$ cat src/rtl/fpadd_rr_sched.sv
// fpadd_rr_sched: one combinational FP32 adder shared among NREQ requesters.
// A round-robin arbiter grants one operand pair at a time; the sum is captured
// in a register and returned with the requester index over valid/ready.
// Optional feature macro: FPADD_SCHED_SUB_EN (honour req_sub, computing a - b).
module fpadd_rr_sched #(
    parameter  int NREQ = 4,
    localparam int ID_W = $clog2(NREQ)
) (
    input  logic                 clk,
    input  logic                 rst,
    input  logic [NREQ-1:0]      req_valid,
    output logic [NREQ-1:0]      req_ready,
    input  logic [NREQ*32-1:0]   req_a,
    input  logic [NREQ*32-1:0]   req_b,
    input  logic [NREQ-1:0]      req_sub,
    output logic                 rsp_valid,
    input  logic                 rsp_ready,
    output logic [ID_W-1:0]      rsp_id,
    output logic [31:0]          rsp_sum,
    output logic                 busy
);
    typedef enum logic [1:0] {S_IDLE, S_EXEC, S_RESP} state_t;

    state_t            r_state, w_state_nx;
    logic [ID_W-1:0]   r_rr, r_id, r_rsp_id, w_win;
    logic [31:0]       r_op_a, r_op_b, r_rsp_sum, w_sel_a, w_sel_b, w_op_b;
    logic              r_rsp_valid, w_any, w_grant;
    int                w_idx;

    // Round-robin search starting at r_rr, wrapping modulo NREQ
    always_comb begin
        w_any = 1'b0;
        w_win = '0;
        w_idx = 0;
        for (int k = 0; k < NREQ; k++) begin
            w_idx = int'(r_rr) + k;
            if (w_idx >= NREQ) w_idx = w_idx - NREQ;
            if (!w_any && req_valid[w_idx]) begin
                w_any = 1'b1;
                w_win = ID_W'(w_idx);
            end
        end
    end

    assign w_sel_a = req_a[32*w_win +: 32];
    assign w_sel_b = req_b[32*w_win +: 32];
`ifdef FPADD_SCHED_SUB_EN
    assign w_op_b = {w_sel_b[31] ^ req_sub[w_win], w_sel_b[30:0]};
`else
    // req_sub stays on the port so both builds share one interface
    logic w_unused_sub;
    assign w_unused_sub = ^req_sub;
    assign w_op_b = w_sel_b;
`endif

    // Next state and grant; a grant is only possible while no result is pending
    always_comb begin
        w_state_nx = r_state;
        w_grant    = 1'b0;
        case (r_state)
            S_IDLE: if (w_any) begin
                w_grant    = 1'b1;
                w_state_nx = S_EXEC;
            end
            S_EXEC: w_state_nx = S_RESP;
            S_RESP: if (rsp_ready) begin
                w_grant    = w_any;
                w_state_nx = w_any ? S_EXEC : S_IDLE;
            end
            default: w_state_nx = S_IDLE;
        endcase
        if (rst) w_grant = 1'b0;
        req_ready = '0;
        if (w_grant) req_ready[w_win] = 1'b1;
    end

    // State register
    always_ff @(posedge clk) begin
        if (rst) r_state <= S_IDLE;
        else     r_state <= w_state_nx;
    end

    // FP32 adder on the latched operands: align, add/sub, normalise, round-to-nearest-even.
    // Denormal inputs and results are flushed to zero.
    logic [31:0]       w_x, w_y, w_sum;
    logic [7:0]        w_ex, w_ey, w_d;
    logic [23:0]       w_mx, w_my;
    logic [53:0]       w_shf;
    logic [26:0]       w_big, w_sml, w_norm;
    logic [27:0]       w_raw;
    logic [4:0]        w_lz;
    logic              w_found, w_up;
    logic [24:0]       w_mr;
    logic signed [9:0] w_exp;
    always_comb begin
        w_x = r_op_a;
        w_y = r_op_b;
        if (r_op_b[30:0] > r_op_a[30:0]) begin
            w_x = r_op_b;
            w_y = r_op_a;
        end
        w_ex  = w_x[30:23];
        w_ey  = w_y[30:23];
        w_mx  = (w_ex == 8'd0) ? 24'd0 : {1'b1, w_x[22:0]};
        w_my  = (w_ey == 8'd0) ? 24'd0 : {1'b1, w_y[22:0]};
        w_d   = w_ex - w_ey;
        w_big = {w_mx, 3'b000};
        // the low half of w_shf holds the bits shifted out, folded into sticky
        w_shf = {w_my, 30'd0} >> w_d;
        w_sml = w_shf[53:27];
        w_sml[0] = w_sml[0] | (|w_shf[26:0]);
        if (w_d > 8'd26) w_sml = {26'd0, |w_my};
        w_exp   = $signed({2'b00, w_ex});
        w_lz    = '0;
        w_found = 1'b0;
        if (w_x[31] == w_y[31]) w_raw = {1'b0, w_big} + {1'b0, w_sml};
        else                    w_raw = {1'b0, w_big} - {1'b0, w_sml};
        if (w_raw[27]) begin
            w_norm    = w_raw[27:1];
            w_norm[0] = w_raw[1] | w_raw[0];
            w_exp     = w_exp + 10'sd1;
        end else begin
            for (int k = 0; k < 27; k++) begin
                if (!w_found && w_raw[26-k]) begin
                    w_found = 1'b1;
                    w_lz    = 5'(k);
                end
            end
            w_norm = w_raw[26:0] << w_lz;
            w_exp  = w_exp - $signed({5'd0, w_lz});
        end
        w_up = w_norm[2] & (w_norm[3] | w_norm[1] | w_norm[0]);
        w_mr = {1'b0, w_norm[26:3]} + {24'd0, w_up};
        if (w_mr[24]) w_exp = w_exp + 10'sd1;
        w_sum = '0;
        if (w_ex == 8'hFF) begin
            // larger magnitude is Inf or NaN; Inf - Inf gives NaN
            if (w_x[22:0] != 23'd0 || (w_ey == 8'hFF && w_x[31] != w_y[31])) w_sum = 32'h7FC00000;
            else w_sum = {w_x[31], 8'hFF, 23'd0};
        end else if (w_raw == 28'd0) begin
            w_sum = {w_x[31] & w_y[31], 31'd0};
        end else if (w_exp >= 10'sd255) begin
            w_sum = {w_x[31], 8'hFF, 23'd0};
        end else if (w_exp <= 10'sd0) begin
            w_sum = {w_x[31], 31'd0};
        end else begin
            w_sum = {w_x[31], w_exp[7:0], w_mr[24] ? w_mr[23:1] : w_mr[22:0]};
        end
    end

    // Operand latch at grant, result capture in EXEC, release on handshake
    always_ff @(posedge clk) begin
        if (rst) begin
            r_rr        <= '0;
            r_id        <= '0;
            r_op_a      <= '0;
            r_op_b      <= '0;
            r_rsp_valid <= 1'b0;
            r_rsp_id    <= '0;
            r_rsp_sum   <= '0;
        end else begin
            if (w_grant) begin
                r_op_a <= w_sel_a;
                r_op_b <= w_op_b;
                r_id   <= w_win;
                r_rr   <= (w_win == ID_W'(NREQ-1)) ? '0 : w_win + 1'b1;
            end
            if (r_state == S_EXEC) begin
                r_rsp_sum   <= w_sum;
                r_rsp_id    <= r_id;
                r_rsp_valid <= 1'b1;
            end else if (r_state == S_RESP && rsp_ready) begin
                r_rsp_valid <= 1'b0;
            end
        end
    end

    assign rsp_valid = r_rsp_valid;
    assign rsp_id    = r_rsp_id;
    assign rsp_sum   = r_rsp_sum;
    assign busy      = (r_state != S_IDLE);
endmodule
$ cat config.mk
export PLATFORM = sky130hd
export DESIGN_NAME = fpadd_rr_sched
export DESIGN_NICKNAME = d
export VERILOG_FILES = /design/src/rtl/fpadd_rr_sched.sv
export SDC_FILE = /design/constraint.sdc
export NUM_CORES = 1
export LEC_CHECK = 0
export BUFFER_PORTS_ARGS = -buffer_cell sky130_fd_sc_hd__buf_2
export CORE_MARGIN = 2
export CORE_UTILIZATION = 28
export DETAILED_ROUTE_END_ITERATION = 16
export GPL_ROUTABILITY_DRIVEN = 0
export HOLD_SLACK_MARGIN = 0.03
export PLACE_DENSITY = 0.57
export SLEW_MARGIN = 5
export SYNTH_ARGS = -nofsm -noshare
export SYNTH_HDL_FRONTEND = slang
export SYNTH_SLANG_ARGS = --single-unit
export TNS_END_PERCENT = 1
$ cat constraint.sdc
create_clock -name clk -period 30.6 [get_ports clk]
set_input_delay 4.59 -clock clk [delete_from_list [all_inputs] [get_ports clk]]
set_output_delay 4.59 -clock clk [all_outputs]
set_load 0.01 [all_outputs]
## After elaboration in Yosys (flattened, before gate mapping)

Index checks and enable logic that the tools add are counted.

| word-level totals | value |
|---|---|
| register bits after elaboration | 105 |
| output and inout bits | 40 |
| word-level logic and storage cells | 260 |

| operators by class | value |
|---|---|
| add/sub/neg operators | 15 |
| magnitude comparators | 14 |
| eq/ne operators | 9 |
| shift operators | 4 |
| muxes and demuxes | 132 |
| bitwise gates (word level) | 6 |
| reduce and logical (&&, ||, !) cells | 72 |

Operators with widths:

| kind | count |
|---|---|
| two-way mux 32 bit | 9 |
| variable part select 128 x 8 -> 32 bit | 2 |
| two-way mux 5 bit | 26 |
| less-than comparator 32 x 4 -> 1 bit (second input constant) | 4 |
| two-way mux 1 bit | 72 |
| two-way mux 31 bit | 2 |
| two-way mux 27 bit | 2 |
| right shift 54 x 8 -> 54 bit | 1 |
| two-way mux 24 bit | 2 |
| logical AND 1 bit | 32 |
| greater-than comparator 31 bit | 1 |
| logical NOT 1 bit | 29 |
| adder 27 x 27 -> 28 bit | 1 |
| logical NOT 28 bit | 1 |
| two-way mux 28 bit | 1 |
| subtractor 27 x 27 -> 28 bit | 1 |
| OR reduction 27 bit | 1 |
| left shift 27 x 5 -> 27 bit | 1 |
| adder 24 x 1 -> 25 bit | 1 |
| OR reduction 24 bit | 1 |
| two-way mux 23 bit | 1 |
| nonzero test 23 bit | 1 |
| two-way mux 10 bit | 2 |
| equality test 8 bit (second input constant) | 2 |
| 34 further kinds | 56 |

## Logic depth before layout (Yosys ltp)

| depth | value |
|---|---|
| word-level depth | 128 |
| gate-level depth with buffers | 75 |
| depth with buffers taken out | 61 |

## Worst setup path before layout

No wires, ideal clock.

| timing path | value |
|---|---|
| path type | flip-flop to flip-flop |
| start point | register r_op_a[26] |
| end point | register r_rsp_sum[11] (netlist: rsp_sum[11]) |
| arrival time | 12,758 ps |
| required time | 30,515 ps |
| path slack | 17,758 ps |
| stages on the path, launching flop included | 73 |
| buffers on the path | 15 |
| clock period less this slack | 12,842 ps |
| path through | dfxtp_1 -> inv_1 -> ha_1 -> buf_2 -> a21oi_1 -> o21ai_1 -> a21oi_1 -> and2_1 -> buf_2 -> nand3_2 -> buf_2 -> nand2_1 -> buf_2 -> clkbuf_1 -> clkbuf_1 -> buf_1 -> a21oi_1 -> ha_1 -> [37 not listed] -> inv_1 -> fa_1 -> a21o_1 -> a21oi_1 -> xnor2_1 -> nor2_1 -> a21oi_1 -> nand2_1 -> nor2_1 -> nand2_1 -> nor2_1 -> and3_1 -> nand3_1 -> xnor2_1 -> nor2_1 -> nand4_2 -> buf_6 -> o31ai_2 |

| on the way | value |
|---|---|
| cells in the longest elaborated chain, start to end | 128 |

Ends and longest elaborated chain:

| element | RTL line | source |
|---|---|---|
| start, declared | 26 | `logic [31:0] r_op_a, r_op_b, r_rsp_sum, w_sel_a, w_sel_b, w_op_b;` |
| start signal, assigned | 163 | `r_op_a <= w_sel_a;` |
| parallel branches: the longest is 127 deep, another holds greater-than comparator 31 bit | -- |  |
| two-way mux 32 bit * | 136 | `if (w_ex == 8'hFF) begin` |
| end signal, assigned | 169 | `r_rsp_sum <= w_sum;` |
| end, declared | 26 |  |

Mark *: on every way between the ends. The select of a mux whose other input is x is not followed.
A chain may end at the register's enable or synchronous reset.

## Final worst setup path

| timing path | value |
|---|---|
| start point | register r_op_a[23] |
| end point | register r_rsp_sum[3] (netlist: rsp_sum[3]) |

Same word-level chain as after synthesis.

==> metrics.yaml <==
grt_pass1_vias: 21000
htreeDepth: 3
drive_gt1_share_pct: 16.2
fp.dieArea_um2: 68200
crit_fanout: 66
final_cell_mix: "nand2_1 (542), buf_2 (302), a21oi_1 (263), nor2_1 (253), o21ai_0 (122)"
grt_max_degree: 85
slowest_delay_ns: 0.73
fmax_mhz: 59.6
ctsResizeCount: 0
critPathRequiredTime_ns: 30.89
drv_cap: 0
synth_nets: 3220
slew_viol_final: 0
rsz0062_at_grt: "false"
ys_async_sr_fraction_pct: 0
start_kind: "flop"
num_rows: 94
clk_latency_ns: 0.39
crit_top_cell: "a21oi_1"
ios: 307
fin_crit_sh_pct: 54.8
stdcell_count: 3864
dpl_cell_area_um2: 20500
clk_pin_slew_ns: 0.09
syn_to_final_growth_pct: 12.3
hp-class: "flop to flop"
antenna_found_initial: 5
yosysWarnings: 0
max_slew_margin_pct: 30.9
synth_edf_count: 0
core-area_um2: 65600
cts_buffer_depth: 2
cts_setup_buffers: 0
hold_viol_final: 0
holdBufCountCts: 0
synthFlopType: "dfxtp_1"
start_util_pct: 28.2
cts_tree: "done"
final.min_clock_period_ns: 16.78
layout.nets: 3356
syn_area_per_cell_um2: 6.48
track_usage_pct: 22.1
critPathSlowestCell: "a21o_1"
syn_area_um2: 18500
outcome: "completed"
fin_skew_ns: 0.0148
synth_area_leaders: "dfxtp_1 (11%), nand2_1 (11%), a21oi_1 (7.1%)"
layout_commonest_cell: "nand2_1"
drt_drc_violations_left: 0
worstSetupEndpointType: "flop"
overflow: 0
ys_seq_area_share_pct: 11.4
clock_sinks: 105
ys_ff_latch: 105
arrival_ns: 17.07
postSynthCellCount: 2855
design_area_um2: 20800
placed_cells: 3844
dp_hpwl_mm: 59.8
die_w_um: 261
drtIter0Drc: 2492
setup_viol: 0
cts_made_buffers: 9
yosysTopAreaCell: "dfxtp_1"
tns_ns: 0
post_drt_wl_per_cell_um: 20.2
root_buffer: "clkbuf_16"
io_buffers: 302
ant_nets: 0
yosys.cell_types.count: 118
yosysTopAreaCellShare_pct: 11.4
drt_pre_antenna_iters: 6
viasPerCell: 5.86
grt_pass1_wl_mm: 121
final_util_pct: 31.7
worst_slew_pin_slew_ns: 1.03
die_h_um: 261
wirelength_mm: 78.0
vias: 22700
path_class: "flop to flop"
==> state kept, by name, indices dropped and copies added, names as in the netlist <==
register,flops
r_rr,2
r_id,2
r_state,2
r_op_a,32
rsp_sum,32
rsp_valid,1
r_op_b,32
rsp_id,2
==> critical path, delay by kind of cell, from the launching register on <==
family	cells	cell delay (ns)
adder cells (fa/ha/maj)	6	1.91
AO/OA/AOI/OAI	25	7.18
flip-flops	1	0.44
XOR/XNOR	2	0.36
multiplexers	1	0.59
buffers and inverters	8	2.63
AND/OR/NAND/NOR	17	3.45
==> path summary, 6_finish.rpt <==
check                                 from          to  slack (ns)  depth (start not counted)
worst min-delay path            rsp_sum[0]  rsp_sum[0]        0.45                          2
worst min register to register  rsp_sum[0]  rsp_sum[0]        0.45                          2
worst max register to register  r_op_a[23]  rsp_sum[3]       13.82                         59
worst max-delay path            r_op_a[23]  rsp_sum[3]       13.82                         59
==> cell usage after synthesis, types with 8 or more instances <==
| cell | count |
|---|---|
| nand2_1 | 543 |
| a21oi_1 | 264 |
| nor2_1 | 253 |
| clkbuf_1 | 137 |
| o21ai_0 | 122 |
| inv_1 | 110 |
| dfxtp_1 | 105 |
| ha_1 | 96 |
| and3_1 | 92 |
| nand3_1 | 87 |
| nor3_1 | 73 |
| a311oi_1 | 71 |
| mux2i_1 | 66 |
| nor4_1 | 40 |
| a211oi_1 | 37 |
| buf_2 | 36 |
| a31oi_1 | 35 |
| or3_1 | 34 |
| a21o_1 | 33 |
| o211ai_1 | 31 |
| xnor2_1 | 31 |
| nand4_1 | 29 |
| and2_1 | 27 |
| o21ai_1 | 26 |
| xor2_1 | 25 |
| mux2_2 | 22 |
| nor2b_1 | 21 |
| o22ai_1 | 21 |
| nand2b_1 | 18 |
| buf_1 | 17 |
| o31ai_1 | 16 |
| o21bai_1 | 15 |
| buf_4 | 12 |
| o21a_1 | 12 |
| a221oi_1 | 11 |
| o31a_1 | 11 |
| or2_2 | 10 |
| a211o_1 | 9 |
| and4_1 | 9 |
| o31ai_2 | 9 |
| a221o_1 | 8 |
| a32oi_1 | 8 |
| o2111ai_1 | 8 |
| o311a_1 | 8 |
| or4_1 | 8 |
==> cell families (layout without fill, tap and decap cells) <==
kind of cell,count (synthesis),count (layout),share of synthesized area [%]
muxes,95,95,5.70
DFF,105,105,11.4
xor gates and xnor gates,56,56,2.65
adders and majority gates,98,98,6.71
and+or+nand+nor,1308,1308,34.1
AOI/OAI and AO/OA,868,868,32.1
other,0,4,0
buffers and inverters,325,466,7.33
==> through the flow <==
stage                     hold WS, ns  setup WS, ns
final                           0.445         13.82
after global routing            0.470         12.66
after CTS                       0.452         14.24
after detailed placement        0.440         14.29
after global placement          0.437         14.34
after floorplan                 0.432         17.76
==> routing by layer <==
layer / share of wire, % / global-route usage, % / vias up
li1: - / - / 10800
met1: 42 / 28.6 / 10600
met4: 3.7 / 7.78 / 4
met5: 0.028 / 0 / -
met2: 46 / 36.5 / 1109
met3: 8.4 / 4.07 / 197
==> final cells by class <==
cell class / count / area (um2)
flip-flops and latches: 105 / 2100
clock inverters: 7 / 85.1
diodes: 4 / 10.0
clock buffers: 9 / 225
inverters: 117 / 443
fillers: 7380 / 44900
multi-input cells: 2425 / 15100
repair buffers: 333 / 1740
well taps: 864 / 1080
Power is left out: the tool's default activity adds up to more than one toggle a clock period on the data nets, which glitch-free logic cannot reach.
